## config.mk

```make
export PLATFORM = sky130hd
export DESIGN_NAME = reg_dump
export DESIGN_NICKNAME = d
export VERILOG_FILES = /design/src/rtl/reg_dump.sv
export SDC_FILE = /design/constraint.sdc
export NUM_CORES = 1
export LEC_CHECK = 0
export ABC_AREA = 1
export CAP_MARGIN = 20
export CORE_MARGIN = 10
export CORE_UTILIZATION = 35
export DETAILED_ROUTE_END_ITERATION = 10
export GPL_ROUTABILITY_DRIVEN = 0
export RECOVER_POWER = 50
export SLEW_MARGIN = 20
export SYNTH_ARGS = -nofsm -noshare
export SYNTH_HDL_FRONTEND = slang
export SYNTH_SLANG_ARGS = --single-unit
```

## constraint.sdc

```tcl
create_clock -name clk -period 2 [get_ports clk]
set_input_delay 0.3 -clock clk [delete_from_list [all_inputs] [get_ports clk]]
set_output_delay 0.3 -clock clk [all_outputs]
set_load 0.03 [all_outputs]
```

## src/rtl/reg_dump.sv

```systemverilog
// reg_dump: debug reader on the register file inspection port.
// A start pulse in IDLE walks addresses 0..NUM_REGS-1. Each register is read
// and streamed out as a framed byte dump on a valid/ready byte port:
//   HDR_BYTE, then {i, d[31:24], d[23:16], d[15:8], d[7:0]} per register,
//   then the XOR of every byte after the header.
// Ports:
//   clk, rst        clock; asynchronous active-high reset
//   start           1-cycle dump request, sampled only in IDLE
//   busy, done      frame in progress / 1-cycle completion pulse
//   reg_addr        address to the inspection port
//   reg_data        inspection port read data (combinational from reg_addr)
//   tx_data         output byte
//   tx_valid        output byte is valid
//   tx_ready        sink accepts the byte; a transfer needs tx_valid && tx_ready
module reg_dump #(
   parameter int         NUM_REGS = 16,
   parameter logic [7:0] HDR_BYTE = 8'hA5
) (
   input  logic        clk,
   input  logic        rst,
   input  logic        start,
   output logic        busy,
   output logic        done,
   output logic [4:0]  reg_addr,
   input  logic [31:0] reg_data,
   output logic [7:0]  tx_data,
   output logic        tx_valid,
   input  logic        tx_ready
);

   localparam logic [4:0] LAST_IDX = 5'(NUM_REGS - 1);

   typedef enum logic [2:0] {
      S_IDLE, S_HDR, S_SEL, S_CAP, S_SEND, S_CSUM
   } state_t;

   state_t      state;
   logic [4:0]  idx;       // register currently being dumped
   logic [2:0]  bcnt;      // byte within the 5-byte register record
   logic [31:0] shreg;     // captured register, shifted out MSB first
   logic [7:0]  checksum;

   wire xfer = tx_valid && tx_ready;

   always_ff @(posedge clk or posedge rst) begin
      if (rst) begin
         state    <= S_IDLE;
         busy     <= 1'b0;
         done     <= 1'b0;
         reg_addr <= 5'd0;
         tx_valid <= 1'b0;
         tx_data  <= 8'h00;
         checksum <= 8'h00;
         idx      <= 5'd0;
         bcnt     <= 3'd0;
         shreg    <= 32'h0;
      end else begin
         done <= 1'b0;
         case (state)
            S_IDLE: begin
               // A start arriving in the done cycle belongs to the old frame.
               if (start && !done) begin
                  state    <= S_HDR;
                  busy     <= 1'b1;
                  checksum <= 8'h00;
                  idx      <= 5'd0;
                  tx_valid <= 1'b1;
                  tx_data  <= HDR_BYTE;
               end
            end
            S_HDR: begin
               if (xfer) begin
                  state    <= S_SEL;
                  tx_valid <= 1'b0;
                  reg_addr <= idx;
               end
            end
            S_SEL: begin
               // reg_addr was driven on entry; give the read a full cycle.
               state <= S_CAP;
            end
            S_CAP: begin
               shreg    <= reg_data;
               bcnt     <= 3'd0;
               tx_valid <= 1'b1;
               tx_data  <= {3'b000, idx};
               state    <= S_SEND;
            end
            S_SEND: begin
               if (xfer) begin
                  checksum <= checksum ^ tx_data;
                  if (bcnt == 3'd4) begin
                     if (idx == LAST_IDX) begin
                        // Fold the final data byte in while loading CSUM.
                        state   <= S_CSUM;
                        tx_data <= checksum ^ tx_data;
                     end else begin
                        state    <= S_SEL;
                        tx_valid <= 1'b0;
                        idx      <= idx + 5'd1;
                        reg_addr <= idx + 5'd1;
                     end
                  end else begin
                     tx_data <= shreg[31:24];
                     shreg   <= {shreg[23:0], 8'h00};
                     bcnt    <= bcnt + 3'd1;
                  end
               end
            end
            S_CSUM: begin
               if (xfer) begin
                  state    <= S_IDLE;
                  tx_valid <= 1'b0;
                  busy     <= 1'b0;
                  done     <= 1'b1;
                  reg_addr <= 5'd0;
               end
            end
            default: begin
               state    <= S_IDLE;
               busy     <= 1'b0;
               tx_valid <= 1'b0;
               reg_addr <= 5'd0;
            end
         endcase
      end
   end

endmodule

```

==> impl_results.md, run 1 <==
- Worst-skew pair later-pin latency: 0.34 ns
- Most frequent cells in the layout: 179 x nand2_1, 67 x dfrtp_1, 62 x inv_1
- Static Leak: 2.19 nW
- Die height: 121 microns
- RSZ-0062 raised after global routing: false
- Final Hold Fails: 0
- CTS sink count: 67
- Drt initial violations: 209
- Worst-path cell chain: ha_1 -> nand2_1 -> nor2_1 -> ha_1 -> nand3_1 -> nand2_2 -> inv_1 -> nand2_2 -> nand2_1 -> o21ai_0
- Cells after Synth: 476
- Synth Register Bits: 67
- Cells after DPL: 655
- Setup skew after layout: 0.00965 ns
- Layout area overhead: 24.1%
- Num CTS Buffers: 9
- Vias in the first global route: 3124
- DR WL/cell: 13.2 microns
- Nets: 574
- Via count: 3099
- Worst Setup Slack, final: 0.200 ns
- Die area: 14700 sq um
- Clock transition at path regs: 0.07 ns
- TritonCTS clock tree: yes
- Initial antenna violation count: 0
- Clock share of power: 0.226
- H-tree depth: 3
- Fin Setup TNS: 0 ns
- Num ports: 52
- Yosys synthesis warning count: 0
- Min Tclk post-route: 1.80 ns
- Core Area: 9910 sq um
- CP startpoint kind: flip-flop
- CP max FO: 8
- Most common cell after layout, fill and taps aside: nand2_1
- Tot Pwr: 5.55 mW
- Via density: 4.63
- F_max: 556 MHz
- Switching share of power: 0.392
- Starting Density: 0.363
- Pre-CTS WS: 0.0601 ns
- CP endpoint kind: flip-flop
- Worst r2r path cells: 10
- ANT cells: 0
- Slew margin rel.: 0.529
- Status: complete, no violations
- Max cap viols: 0
- Critical path class: flip-flop to flip-flop
- Slowest stage delay, CP: 0.45 ns
- Yosys cell types: 27
- Syn nets: 516
- Int Pwr: 3.38 mW
- Drt drc: 0
- Seq pwr share: 0.370
- Sw Pwr: 2.18 mW
- Tightest Pin Transition: 0.706 ns
- Tcrit/Tclk final: 0.900
- Total gr overflow: 0
- Sequential fraction of the synthesis area: 0.467
- CP arrival: 2.01 ns
- Hpwl dp: 6.55 mm
- Avg Cell Area, Syn: 7.55 sq um
- Chip Width: 121 microns
- Maximum VDD drop: 0.466 mV
- Pwr dens: 1250 nW/um^2
- Routed Antenna Nets: 0
- Drt first pass iters: 4
- Largest net degree at the start of global routing: 55
- First-pass GRT wire length: 15.0 mm
- GRT Resource Usage Total: 0.124
- Combinational power share: 0.405
- Netlist Area Pre-Place: 3590 sq um
- Final setup viols: 0
- CP required: 2.21 ns
- Final wirelength: 8.82 mm
- Port buffer count: 51
- CTS Root Cell: clkbuf_8
- Worst Hold Class: primary input to async pin
- Max-slew violation count: 0
- Row Count: 36
- Final non-filler cell total: 670
- Layout cell share with drive strength beyond 1: 0.0968
- CP max-delay cell: dfrtp_1
- Clk buf depth: 2
[cells in the mapped netlist (all sizes together)]
| master | number | share of area |
|---|---|---|
| ha | 4 | 0.014 |
| o31ai | 1 | 0.0021 |
| nand3 | 35 | 0.052 |
| nor2 | 16 | 0.022 |
| nor3 | 3 | 0.0042 |
| clkinv | 1 | 0.0010 |
| inv | 64 | 0.067 |
| buf | 14 | 0.033 |
| nand2 | 184 | 0.20 |
| xnor2 | 1 | 0.0024 |
| o21a | 1 | 0.0021 |
| or2 | 1 | 0.0017 |
| a21oi | 3 | 0.0042 |
| dfrtp | 67 | 0.47 |
| nand4 | 5 | 0.0087 |
| o21ai | 73 | 0.12 |
| clkbuf | 2 | 0.0021 |
| xor2 | 1 | 0.0024 |
[stage by stage]
| stage | cell area, sq um | utilization | hold WS, ns |
|---|---|---|---|
| global route | 4460 | 0.450 | 0.417 |
| CTS | 4480 | 0.452 | 0.208 |
| detailed placement | 4260 | 0.430 | 0.466 |
| floorplan | 3590 | - | 0.421 |
| finish | 4460 | 0.450 | 0.384 |
| global placement | 4260 | 0.430 | 0.462 |
[critical path, delay by kind of cell (launching register included)]
| family | cells | cell delay, ns |
|---|---|---|
| fa+ha+maj | 2 | 0.46 |
| flops | 1 | 0.45 |
| compound gates | 1 | 0.08 |
| simple gates | 6 | 0.58 |
| buf+inv | 1 | 0.11 |
[flip-flops by register name, indices dropped and copies added (netlist names)]
signal / cells
bcnt: 3
busy: 1
checksum: 8
done: 1
idx: 5
reg_addr: 5
shreg: 32
state: 3
tx_data: 8
tx_valid: 1
[per-layer routing]
metal	vias up	routed length, microns	global-route usage
met3	9	565	0.0428
met2	69	4110	0.198
met5	-	0	0
met4	0	106	0.0469
li1	1606	-	-
met1	1415	4030	0.150
[final cells by class]
cell class,instances,area [sq um]
tap,133,166
timing repair buffer,63,602
clock buffer,12,155
multi-input combinational,328,1560
sequential,67,1680
clock inverter,2,60.1
inverter,65,244
fill,1055,5450
[cells by family (layout without fill, tap and decap cells)]
kind of cell	count (synthesis)	after routing	share of synthesized area
xor+xnor	2	2	0.00488
flops	67	67	0.467
simple gates	244	244	0.286
buf+inv	81	142	0.103
compound gates	78	78	0.126
fa+ha+maj	4	4	0.0139
[final timing paths]
path | startpoint | endpoint | slack, ns
max | idx[0]$_DFFE_PP0P_ | idx[3]$_DFFE_PP0P_ | 0.20
min | rst | shreg[0]$_DFFE_PP0P_ | 0.38
max reg2reg | idx[0]$_DFFE_PP0P_ | idx[3]$_DFFE_PP0P_ | 0.20
min reg2reg | reg_addr[0]$_DFFE_PP0P_ | reg_addr[0]$_DFFE_PP0P_ | 0.47
max in group asynchronous | rst | idx[3]$_DFFE_PP0P_ | 0.63
min in group clk | reg_addr[0]$_DFFE_PP0P_ | reg_addr[0]$_DFFE_PP0P_ | 0.47
[what timing repair did]
| item | 4_1_cts | 5_1_grt |
|---|---|---|
| setup endpoints to repair | 0 | 17 |
| hold buffers | 0 | 0 |
| resized for setup | 0 | 4 |
| buffers inserted | 0 | 1 |
[power by group through the flow]
stage / Combinational [mW] / Clock, mW / Sequential (mW)
after floorplan: 1.57 / 0 / 2.15
after global placement: 2.19 / 0 / 2.06
after detailed placement: 2.24 / 0 / 2.08
after CTS: 2.26 / 1.29 / 2.05
after global routing: 2.57 / 1.33 / 2.10
final: 2.25 / 1.25 / 2.05
Note: power is estimated with default switching activity, not from simulation.
==> inputs of run 2 (changes only) <==
- ABC_AREA: 1 -> default
==> impl_results.md, run 2 <==
- Row Count: 35
- Cell Area, Placed: 4190 sq um
- Num ports: 52
- Largest registers: shreg x32, checksum x8, tx_data x8
- RSZ-0062 raised after global routing: true
- Die area: 14000 sq um
- Yosys cell types: 50
- CP max FO: 6
- Final setup viols: 1
- Port buffer count: 51
- Worst r2r path cells: 7
- ANT cells: 0
- Min Hold Slack: 0.475 ns
- Yosys synthesis warning count: 0
- H-tree depth: 3
- Tot Pwr: 2.48 mW
- Total gr overflow: 0
- Hpwl dp: 6.07 mm
- Nets: 446
- Worst-skew pair later-pin latency: 0.35 ns
- Area share of the largest cell type after synthesis: 0.497
- Synth Register Bits: 67
- Maximum VDD drop: 0.291 mV
- Cells after DPL: 523
- Tcrit/Tclk final: 1.00
- Min Tclk post-route: 2.00 ns
- Most flops, register: shreg
- Status: finished with violations
- Max reg flops: 32
- Clock transition at path regs: 0.08 ns
- Die height: 118 microns
- Timing endpoint of the critical path: tx_data[6]$_DFFE_PP0P_
- Most common cell after layout, fill and taps aside: dfrtp_1
- Hold wc startpoint: shreg[29]$_DFFE_PP0P_
- Drt initial violations: 92
- Tightest Pin Transition: 1.01 ns
- Area contributors post-synth: dfrtp_1 50%, mux2i_1 7.4%, o21ai_0 7.0%
- Final non-filler cell total: 540
- DR WL/cell: 15.3 microns
- CP required: 2.24 ns
- CP startpoint kind: flip-flop
- Post-synthesis mux area share: 0.0776
- Clk buf depth: 2
- Core Util, Final: 0.468
- Reg2reg start: idx[1]$_DFFE_PP0P_
- Final cell area excluding filler cells: 4370 sq um
- Cells after Synth: 341
- Drt drc: 0
- Critical path class: flip-flop to flip-flop
- Slew margin rel.: 0.324
- Core Area: 9330 sq um
- First-pass GRT wire length: 14.2 mm
- Ys async rst share: 1.00
- Critical R2R Capture: tx_data[6]$_DFFE_PP0P_
- Failing checks: negative setup slack
- Via count: 2733
- Cell taking the most area after synthesis: dfrtp_1
- Final wirelength: 8.27 mm
- Starting Density: 0.362
- Netlist Area Pre-Place: 3370 sq um
- Synth Area in XOR/XNOR: 0.0156
- Setup skew after layout: 0.00837 ns
- Layout area overhead: 29.5%
- CTS sink count: 67
- Via density: 5.06
- Worst Hold Class: flip-flop to flip-flop
- Post-synth EDFFs: 0
- Routed Antenna Nets: 0
- Syn nets: 381
- Sequential fraction of the synthesis area: 0.497
- Internal reg-to-reg setup slack: -0.003 ns
- Top post-synthesis cells by count: 67 x dfrtp_1, 47 x o21ai_0, 43 x nand2_1
- Static Leak: 1.76 nW
- Initial antenna violation count: 0
- CP endpoint kind: flip-flop
- Hold buffer count at CTS: 0
- CP startpoint: idx[1]$_DFFE_PP0P_
- Max cap viols: 0
- Main synth FF type: dfrtp_1
- Max-slew violation count: 0
- Drt first pass iters: 6
- Fin Setup TNS: -0.00253 ns
- Final Hold Fails: 0
- CP arrival: 2.24 ns
- Top-count cell post-synth: dfrtp_1
- Chip Width: 118 microns
- # fillers: 876
- CTS Root Cell: clkbuf_8
- Worst Setup Slack, final: -0.00253 ns
- Num CTS Buffers: 9
- Vias in the first global route: 2819
- Largest family of logic cells by synthesized area: compound AO/OA/AOI/OAI gates
- Most frequent cells in the layout: 67 x dfrtp_1, 50 x clkdlybuf4s50_1, 47 x o21ai_0
- TritonCTS clock tree: yes
- Pwr dens: 567 nW/um^2
- Pre-CTS WS: 0.00877 ns
- Complex-gate fraction of the synthesized area: 0.207
- Synth Area in Simple Gates: 0.141
- Adder-cell area share of the yosys netlist: 0.0148
- GRT Resource Usage Total: 0.122
- Largest net degree at the start of global routing: 58
- Layout cell share with drive strength beyond 1: 0.146
- Avg Cell Area, Syn: 9.89 sq um
- F_max: 499 MHz
-- run 2: cell types whose count changed after synthesis, sizes merged, moves of 8 or more --
cell / previous run / this run
a22o: 0 / 10
nand3: 35 / 5
mux2i: 0 / 25
o21ai: 73 / 50
nand2: 184 / 43
clkbuf: 2 / 10
a21oi: 3 / 24
inv: 64 / 5
-- run 2: worst max-delay path, stage by stage (launching register included) --
cell       delay [ns]
dfrtp_1          0.36
ha_2             0.19
and3_4           0.19
ha_4             0.12
and3b_4          0.20
or4_4            0.51
and3_4           0.20
o2bb2ai_1        0.13
-- run 2: kinds of logic (layout without fill, tap and decap cells) --
kind of cell / after synthesis / after routing
flip-flops: 67 / 67
multiplexers: 26 / 26
AND/OR/NAND/NOR: 94 / 94
AO/OA/AOI/OAI: 113 / 113
XOR/XNOR: 6 / 6
adder cells (fa/ha/maj): 4 / 4
buffers and inverters: 31 / 101
-- run 2: final cells by class --
type / count / area [sq um] / share of cell area
multi-input cells: 243 / 1590 / 0.364
clock inverters: 7 / 52.6 / 0.0120
repair buffers: 80 / 744 / 0.170
well taps: 129 / 161 / 0.0370
flip-flops and latches: 67 / 1680 / 0.384
clock buffers: 9 / 124 / 0.0284
inverters: 5 / 18.8 / 0.00430
-- run 2: timing repair --
| action | 4_1_cts | 5_1_grt |
|---|---|---|
| endpoints found under the setup margin | 0 | 16 |
| setup buffers | 0 | 1 |
| endpoints found under the hold margin | 0 | 0 |
| gates resized for setup | 0 | 3 |
-- run 2: power by group --
| part | switching, mW | internal, mW |
|---|---|---|
| Combinational | 0.0391 | 0.0630 |
| Clock | 0.567 | 0.452 |
| Sequential | 0 | 1.35 |
| Total | 0.606 | 1.87 |
-- run 2: how the worst min path moves through the flow --
stage	slack (ns)	end	depth (start not counted)
after global routing	0.51	shreg[19]$_DFFE_PP0P_	2
after detailed placement	0.47	shreg[31]$_DFFE_PP0P_	2
after CTS	0.34	shreg[22]$_DFFE_PP0P_	3
after floorplan	0.44	shreg[4]$_DFFE_PP0P_	1
after global placement	0.46	shreg[15]$_DFFE_PP0P_	2
final	0.48	shreg[29]$_DFFE_PP0P_	2
-- run 2: routing by layer --
layer,share of wire,routed length (microns),global-route usage,up-vias
li1,-,-,-,1356
met1,0.49,4030,0.164,1286
met2,0.43,3580,0.178,83
met3,0.067,556,0.0424,8
met4,0.012,101,0.0379,0
met5,0,0,0,-
==> inputs of run 3 (changes only) <==
- CORE_MARGIN: 10 -> default
==> impl_results.md, run 3 (synthesized netlist as in run 2, its figures left out) <==
- # fillers: 910
- H-tree depth: 3
- Max reg flops: 32
- First-pass GRT wire length: 13.5 mm
- Max cap viols: 0
- Drt drc: 0
- RSZ-0062 raised after global routing: true
- CP arrival: 2.22 ns
- Core Area: 9280 sq um
- Via density: 5.03
- Worst Hold Class: flip-flop to flip-flop
- Clock share of power: 0.441
- Pwr dens: 585 nW/um^2
- Largest net degree at the start of global routing: 68
- Worst-skew pair later-pin latency: 0.34 ns
- Tightest Pin Transition: 0.916 ns
- Drt initial violations: 99
- Sw Pwr: 0.572 mW
- Row Count: 35
- Pre-CTS WS: -0.0326 ns
- F_max: 502 MHz
- Final setup viols: 0
- CTS Root Cell: clkbuf_8
- Multi-input logic area: 1600 sq um
- ANT cells: 0
- Final wirelength: 7.85 mm
- Most used cell, CP: and3_4
- Starting Density: 0.363
- CP top delay family: simple AND/OR/NAND/NOR gates
- Layout cell share with drive strength beyond 1: 0.152
- CP endpoint kind: flip-flop
- DR WL/cell: 14.5 microns
- Worst Setup Slack, final: 0.00882 ns
- Clk buf depth: 2
- Total gr overflow: 0
- Clock transition at path regs: 0.07 ns
- Most flops, register: shreg
- CTS sink count: 67
- Static Leak: 1.80 nW
- Hold Path Depth: 2
- Port buffer count: 51
- CP required: 2.23 ns
- Int Pwr: 2.03 mW
- CP startpoint kind: flip-flop
- Die area: 10000 sq um
- Most frequent cells in the layout: 67 x dfrtp_1, 49 x clkdlybuf4s50_1, 47 x o21ai_0
- Num ports: 52
- Largest registers: shreg x32, checksum x8, tx_data x8
- CP max FO: 6
- Routed Antenna Nets: 0
- Min Tclk post-route: 1.99 ns
- Worst r2r path cells: 7
- Layout area overhead: 31.9%
- Vias in the first global route: 2745
- CP max-delay cell: or4_4
- Drt first pass iters: 4
- Via count: 2731
- Initial antenna violation count: 0
- Nets: 449
- Slowest stage delay, CP: 0.50 ns
- Levels on crit path: 7
- Combinational power share: 0.039
- Die height: 100 microns
- Maximum VDD drop: 0.330 mV
- Max-slew violation count: 0
- Num CTS Buffers: 9
- Status: complete, no violations
- Critical path class: flip-flop to flip-flop
- Slew margin rel.: 0.389
- Tcrit/Tclk final: 0.996
- Setup skew after layout: 0.0109 ns
- Hold buffer count at CTS: 0
- Seq pwr share: 0.520
- Most common cell after layout, fill and taps aside: dfrtp_1
- Buf/Inv on CP: 0
- Worst-path cell chain: ha_2 -> and3_4 -> ha_4 -> and3b_4 -> or4_4 -> and3_4 -> o2bb2ai_1
- GRT Resource Usage Total: 0.172
- Storage element area: 1680 sq um
- Switching share of power: 0.220
- TritonCTS clock tree: yes
- Fin Setup TNS: 0 ns
- Chip Width: 100 microns
- Hpwl dp: 5.57 mm
- Final Hold Fails: 0
run 3: per-stage QoR:
stage / instance area, sq um / hold WS, ns / utilization / cells / power, mW
floorplan: 3390 / 0.440 / - / 341 / 1.40
global placement: 4190 / 0.460 / 0.451 / 522 / 1.49
detailed placement: 4190 / 0.469 / 0.451 / 522 / 1.49
CTS: 4400 / 0.351 / 0.474 / 539 / 2.64
global route: 4450 / 0.510 / 0.479 / 543 / 2.70
finish: 4450 / 0.481 / 0.479 / 543 / 2.60
run 3: area by class of cell:
class	count	share of cell area
flip-flops and latches	67	0.377
multi-input cells	243	0.361
repair buffers	83	0.176
well taps	129	0.0363
clock buffers	11	0.0318
clock inverters	5	0.0141
inverters	5	0.00422
run 3: worst paths after layout:
check | startpoint | endpoint | slack, ns
max in group asynchronous | rst | shreg[8]$_DFFE_PP0P_ | 0.70
worst min register to register | shreg[18]$_DFFE_PP0P_ | shreg[18]$_DFFE_PP0P_ | 0.48
min in group asynchronous | rst | checksum[5]$_DFFE_PP0P_ | 0.70
worst max register to register | idx[0]$_DFFE_PP0P_ | tx_data[4]$_DFFE_PP0P_ | 0.009
worst min-delay path | shreg[18]$_DFFE_PP0P_ | shreg[18]$_DFFE_PP0P_ | 0.48
worst max-delay path | idx[0]$_DFFE_PP0P_ | tx_data[4]$_DFFE_PP0P_ | 0.009
run 3: metal layers:
metal | vias to the layer above | global-route usage | wire [microns]
met3 | 8 | 0.0474 | 425
met1 | 1304 | 0.235 | 3760
met2 | 62 | 0.261 | 3570
met4 | 0 | 0.0613 | 101
met5 | - | 0 | 0
li1 | 1357 | - | -
run 3: timing repair:
| item | in CTS | in global routing |
|---|---|---|
| setup endpoints to repair | 2 | 21 |
| cloned | 0 | 0 |
| hold endpoints to repair | 0 | 0 |
| buffers inserted | 1 | 4 |
| pin swaps | 0 | 1 |
| gates resized for setup | 0 | 5 |
run 3: power by group through the flow:
stage                     Combinational (mW)  Sequential (mW)  Clock, mW
after CTS                              0.107             1.35       1.18
after global routing                   0.111             1.35       1.24
final                                  0.100             1.35       1.15
after floorplan                       0.0228             1.38          0
after detailed placement               0.107             1.38          0
after global placement                 0.106             1.38          0
run 3: worst min-delay path, cell delays in order (launching register included):
cell and delay [ns]:
dfrtp_1 0.34, nand2_1 0.04, o21ai_0 0.06
